### src/rtl/bus_cap_pkg.sv
`default_nettype none
// ============================================================================
// bus_cap_pkg : shared defaults and types for the bus capture FIFO
// Rev 1.0
// ============================================================================
package bus_cap_pkg;

   localparam int DW_DEF    = 8;
   localparam int DEPTH_DEF = 8;
   localparam int AW_DEF    = $clog2(DEPTH_DEF);

   typedef logic [DW_DEF-1:0] data_t;
   typedef logic [AW_DEF:0]   ptr_t;

endpackage
`default_nettype wire

### src/rtl/bus_cap_if.sv
`default_nettype none
// ============================================================================
// bus_cap_if : enable/data capture bus plus valid/ready output handshake
// Rev 1.0
// ============================================================================
interface bus_cap_if
   import bus_cap_pkg::*;
#(
   parameter int DW = DW_DEF
) ();

   logic          bus_enable;
   logic [DW-1:0] bus_data;
   logic          out_valid;
   logic [DW-1:0] out_data;
   logic          out_ready;

   modport master (
      output bus_enable,
      output bus_data,
      output out_ready,
      input  out_valid,
      input  out_data
   );

   modport slave (
      input  bus_enable,
      input  bus_data,
      input  out_ready,
      output out_valid,
      output out_data
   );

endinterface
`default_nettype wire

### src/rtl/bus_cap_ram.sv
`default_nettype none
// ============================================================================
// bus_cap_ram : DEPTH x DW register array, one write port, async read port
// Rev 1.0
// ============================================================================
module bus_cap_ram
   import bus_cap_pkg::*;
#(
   parameter int DW    = DW_DEF,
   parameter int DEPTH = DEPTH_DEF,
   parameter int AW    = $clog2(DEPTH)
) (
   input  logic          clk,
   input  logic          we,
   input  logic [AW-1:0] waddr,
   input  logic [DW-1:0] wdata,
   input  logic [AW-1:0] raddr,
   output logic [DW-1:0] rdata
);

   logic [DW-1:0] mem_q [DEPTH];
   logic [DW-1:0] mem_d [DEPTH];

   always_comb begin
      mem_d = mem_q;
      if (we) begin
         mem_d[waddr] = wdata;
      end
   end

   // Storage is deliberately left unreset; the FIFO masks it while empty.
   always_ff @(posedge clk) begin
      mem_q <= mem_d;
   end

   assign rdata = mem_q[raddr];

endmodule
`default_nettype wire

### src/rtl/bus_capture_fifo.sv
`default_nettype none
// ============================================================================
// bus_capture_fifo : FWFT FIFO capturing enable-qualified bus words, sticky
// overflow flag; BUS_DROP_CNT_EN adds a saturating drop counter. Rev 1.0
// ============================================================================
module bus_capture_fifo
   import bus_cap_pkg::*;
#(
   parameter int DW    = DW_DEF,
   parameter int DEPTH = DEPTH_DEF
) (
   input  logic                     clk,
   input  logic                     rst_n,
   bus_cap_if.slave                 bus,
   output logic [$clog2(DEPTH):0]   level,
   output logic                     full,
   output logic                     overflow,
   input  logic                     clr_overflow
`ifdef BUS_DROP_CNT_EN
   ,
   output logic [15:0]              drop_cnt
`endif
);

   localparam int AW = $clog2(DEPTH);

   logic [AW:0]   wr_ptr_q, wr_ptr_d;
   logic [AW:0]   rd_ptr_q, rd_ptr_d;
   logic          overflow_q, overflow_d;
   logic          empty, push, pop, drop;
   logic [DW-1:0] ram_rdata;

   always_comb begin
      empty      = (wr_ptr_q == rd_ptr_q);
      full       = (wr_ptr_q[AW] != rd_ptr_q[AW]) &&
                   (wr_ptr_q[AW-1:0] == rd_ptr_q[AW-1:0]);
      pop        = !empty && bus.out_ready;
      push       = bus.bus_enable && (!full || pop);
      drop       = bus.bus_enable && full && !pop;
      wr_ptr_d   = push ? wr_ptr_q + (AW+1)'(1) : wr_ptr_q;
      rd_ptr_d   = pop  ? rd_ptr_q + (AW+1)'(1) : rd_ptr_q;
      // A drop in the same cycle as a clear keeps the flag set.
      overflow_d = drop | (overflow_q & ~clr_overflow);
   end

   always_ff @(posedge clk or negedge rst_n) begin
      if (!rst_n) begin
         wr_ptr_q   <= '0;
         rd_ptr_q   <= '0;
         overflow_q <= 1'b0;
      end else begin
         wr_ptr_q   <= wr_ptr_d;
         rd_ptr_q   <= rd_ptr_d;
         overflow_q <= overflow_d;
      end
   end

   bus_cap_ram #(
      .DW    (DW),
      .DEPTH (DEPTH),
      .AW    (AW)
   ) u_ram (
      .clk   (clk),
      .we    (push),
      .waddr (wr_ptr_q[AW-1:0]),
      .wdata (bus.bus_data),
      .raddr (rd_ptr_q[AW-1:0]),
      .rdata (ram_rdata)
   );

   assign level         = wr_ptr_q - rd_ptr_q;
   assign overflow      = overflow_q;
   assign bus.out_valid = !empty;
   assign bus.out_data  = empty ? '0 : ram_rdata;

`ifdef BUS_DROP_CNT_EN
   logic [15:0] drop_cnt_q, drop_cnt_d;

   always_comb begin
      drop_cnt_d = drop_cnt_q;
      if (clr_overflow) begin
         drop_cnt_d = {15'd0, drop};
      end else if (drop && (drop_cnt_q != 16'hFFFF)) begin
         drop_cnt_d = drop_cnt_q + 16'd1;
      end
   end

   always_ff @(posedge clk or negedge rst_n) begin
      if (!rst_n) begin
         drop_cnt_q <= 16'd0;
      end else begin
         drop_cnt_q <= drop_cnt_d;
      end
   end

   assign drop_cnt = drop_cnt_q;
`endif

endmodule
`default_nettype wire
### src/flat_wrapper.sv
// flat-port wrapper written by rule: the top's interface ports become plain ports
module bus_capture_fifo_flat import bus_cap_pkg::*;
#(
   parameter int DW    = DW_DEF,
   parameter int DEPTH = DEPTH_DEF
)
  (clk, rst_n, level, full, overflow, clr_overflow, bus_bus_enable, bus_bus_data, bus_out_ready, bus_out_valid, bus_out_data);
  bus_cap_if #(.DW(DW)) bus_i ();
  input  logic clk;
  input  logic rst_n;
  output logic [$clog2(DEPTH):0] level;
  output logic full;
  output logic overflow;
  input  logic clr_overflow;
  input wire logic [$bits(bus_i.bus_enable)-1:0] bus_bus_enable;
  input wire logic [$bits(bus_i.bus_data)-1:0] bus_bus_data;
  input wire logic [$bits(bus_i.out_ready)-1:0] bus_out_ready;
  output wire logic [$bits(bus_i.out_valid)-1:0] bus_out_valid;
  output wire logic [$bits(bus_i.out_data)-1:0] bus_out_data;
  assign bus_i.bus_enable = bus_bus_enable;
  assign bus_i.bus_data = bus_bus_data;
  assign bus_i.out_ready = bus_out_ready;
  assign bus_out_valid = bus_i.out_valid;
  assign bus_out_data = bus_i.out_data;
  bus_capture_fifo #(.DW(DW), .DEPTH(DEPTH)) u_core (.clk(clk), .rst_n(rst_n), .bus(bus_i), .level(level), .full(full), .overflow(overflow), .clr_overflow(clr_overflow));
endmodule
### config.mk
export PLATFORM = sky130hd
export DESIGN_NAME = bus_capture_fifo_flat
export DESIGN_NICKNAME = d
export VERILOG_FILES = /design/src/rtl/bus_cap_pkg.sv /design/src/rtl/bus_cap_if.sv /design/src/rtl/bus_cap_ram.sv /design/src/rtl/bus_capture_fifo.sv /design/src/flat_wrapper.sv
export SDC_FILE = /design/constraint.sdc
export NUM_CORES = 1
export LEC_CHECK = 0
export ABC_AREA = 1
export CAP_MARGIN = 30
export CORE_MARGIN = 4
export CORE_UTILIZATION = 58
export CTS_BUF_LIST = sky130_fd_sc_hd__clkbuf_4 sky130_fd_sc_hd__clkbuf_8 sky130_fd_sc_hd__clkbuf_16
export DETAILED_ROUTE_END_ITERATION = 10
export PLACE_DENSITY = 0.79
export RECOVER_POWER = 100
export SLEW_MARGIN = 20
export SYNTH_ARGS = -nofsm -noshare
export SYNTH_HDL_FRONTEND = slang
export SYNTH_HIERARCHICAL = 1
export SYNTH_SLANG_ARGS = --single-unit
### constraint.sdc
create_clock -name clk -period 2.45 [get_ports clk]
set_input_delay 0.49 -clock clk [delete_from_list [all_inputs] [get_ports clk]]
set_output_delay 0.49 -clock clk [all_outputs]
set_load 0.02 [all_outputs]
==> reports/metrics.cfg <==
[worst_setup_path]
critPathArrivalTime_ns = 1.86
start_kind = flip-flop
worst-endpoint-required_ns = 1.96
reg2reg_depth = 10
worst_setup_path_end_kind = primary output
crit_fanout = 32
path_class = reg -> out

[die]
num_io_pins = 28
dieArea_um2 = 7598
die_w_um = 87.17
std_cell_rows = 28
core_area_um2 = 5991
die_h_um = 87.17
start_util_pct = 60.67

[power_and_ir_drop]
ir_drop_mv = 0.8833
power_density_nw_per_um2 = 1276
leakage_nw = 2.070

[timing]
worst-slew-pin-transition_ns = 0.4197
finalHoldViolCount = 0
hold_ws_ns = 0.5199
maxSlewHeadroom_pct = 71.93
finalMaxSlewViolations = 0
finalSetupTns_ns = 0
rsz0062_at_grt = true
final.min_clock_period_ns = 2.352
timing.fmax_mhz = 425.2
finalSetupViolCount = 0
period_share_pct = 96.00
fin_skew_ns = 0.006169

[synthesis]
synth.avg_cell_area_um2 = 9.320
synth_area_leader_cell = edfxtp_1
ys_seq_area_share_pct = 59.07
syn_nets = 409
ys_async_sr_fraction_pct = 12.33
ys_ff_latch = 73
synth_common_cells = 123 x nand2_1, 87 x inv_1, 64 x edfxtp_1, 40 x nand3_1, 16 x nor2_1
ys_top_cells_by_area = edfxtp_1 53%, nand2_1 13%, inv_1 9.0%
mappedNetlistArea_um2 = 3635
netlist.area_leader.share_pct = 52.87
synth.most_common_cell = nand2_1
synth-edff-count = 64
synth_ff_type = edfxtp_1
ys_warn_count = 6
synthCells = 390
synth_cell_types = 26

[cts]
clock_path_buffers = 2
clock-root-buffer = clkbuf_8
cts_hold_buf = 0
clk_pin_slew_ns = 0.07
h-tree-depth = 3
numCtsBuffers = 9
clock_sinks = 73
insertion_delay_ns = 0.33
cts_tree = done

[drt]
firstDrtPassIters = 4
first_iter_violations = 117
wire_per_inst_um = 13.89
num_vias = 2566
wl_um = 7239
drc = 0
ant_nets = 0
drt-vias-per-instance = 4.925

[grt]
grt_pass1_vias = 2534
grt_pass1_wl_um = 12120
grt_max_degree = 33
grt_util_all_layers_pct = 21.72
antenna_found_initial = 0
gr-total-overflow = 0

[run]
cap_violations = 0

[placement]
placed_area_um2 = 4060
routabilityCongestion = 0.8125
port_buffers = 27
placed_cells = 503
hpwl_um = 4677

[status]
status = completed

[finish]
drive_gt1_share_pct = 15.02
final_cell_count_no_fill = 521
design_area_um2 = 4252
fillCellCount = 469
area_delta_synth_final_pct = 16.97
post-route-util_pct = 70.97
final_nets = 460
n_antenna_cell = 0

[min_path]
min_path_type = in -> async

cell type report:
cell class / instances / area, um2 / share of cell area (%)
clock buffer: 12 / 165.2 / 3.885
timing repair buffer: 51 / 387.9 / 9.123
clock inverter: 4 / 73.82 / 1.736
tap: 75 / 93.84 / 2.207
sequential: 73 / 2147 / 50.50
multi-input combinational: 216 / 1036 / 24.37
inverter: 90 / 347.8 / 8.181
stage by stage:
| step | total power [mW] | setup slack, ns |
|---|---|---|
| after floorplan | 3.556 | 0.2967 |
| after global placement | 4.428 | 0.1103 |
| after detailed placement | 4.498 | 0.04014 |
| after CTS | 5.526 | 0.001076 |
| after global routing | 5.839 | -0.06752 |
| final | 5.424 | 0.09799 |
cell usage in the layout, fill, tap and decap left out, types with 2 or more instances in the layout:
cell type        count
nand2_1            125
inv_1               88
edfxtp_1            64
nand3_1             40
nor2_1              18
clkbuf_2            15
nand2_2             13
clkbuf_8            12
buf_4               11
dlygate4sd3_1       10
dfrtp_1              9
clkdlybuf4s50_1      4
dlygate4sd2_1        4
o21ai_0              3
xor2_1               3
ha_1                 3
clkbuf_4             3
bufinv_16            2
xnor2_1              2
ha_4                 2
clkbuf_1             2
worst max-delay path, stage by stage, from the launching register on:
cell and delay (ns):
dfrtp_1 0.42, buf_4 0.19, inv_8 0.18, nand2_1 0.08, nand3_1 0.08, nand2_1 0.06, nand2_1 0.06, nand2_1 0.05
inv_1 0.05, nor2_1 0.04, dlygate4sd2_1 0.31
repair_timing:
action,in CTS,in global routing
resized for setup,18,20
buffers inserted,2,0
cloned,0,0
pin swaps,1,0
setup endpoints to repair,13,10
power breakdown:
part	leakage (nW)	switching, mW	internal [mW]	total, mW
Clock	0.123	0.415	0.657	1.07
Combinational	1.25	1.74	0.966	2.70
Sequential	0.695	0.0895	1.56	1.65
state kept, by name, indices dropped and copies added (netlist names):
register / cells
u_core/u_ram/mem_q: 64
u_core/rd_ptr_q: 4
u_core/wr_ptr_q: 4
u_core/overflow: 1
final timing paths:
check | slack (ns) | startpoint | end
hold / removal | 0.52 | rst_n | u_core/rd_ptr_q[1]
hold reg to reg | 0.54 | u_core/rd_ptr_q[3] | u_core/rd_ptr_q[3]
setup / recovery | 0.1 | u_core/rd_ptr_q[0] | bus_out_data[7]
setup reg to reg | 0.17 | u_core/rd_ptr_q[1] | u_core/u_ram/mem_q[53]
min in group clk | 0.54 | u_core/rd_ptr_q[3] | u_core/rd_ptr_q[3]
max in group asynchronous | 1.64 | rst_n | u_core/rd_ptr_q[3]
cells by family (layout without fill, tap and decap cells):
| group | after synthesis | count (layout) | synth area share (%) |
|---|---|---|---|
| AO/OA/AOI/OAI | 4 | 4 | 0.5505 |
| XOR/XNOR | 5 | 5 | 1.205 |
| AND/OR/NAND/NOR | 201 | 201 | 24.68 |
| buffers and inverters | 101 | 157 | 12.22 |
| adder cells (fa/ha/maj) | 6 | 6 | 2.272 |
| flip-flops | 73 | 73 | 59.07 |
metal layers:
metal  track usage, %  vias to the layer above  wire length, um
li1                 -                     1298                -
met1            26.55                     1189             2990
met2            36.51                       69             3782
met3            5.676                       10              347
met4            9.205                        0              119
met5                0                        -                0
No activity file was read; power rests on OpenSTA's default activity.
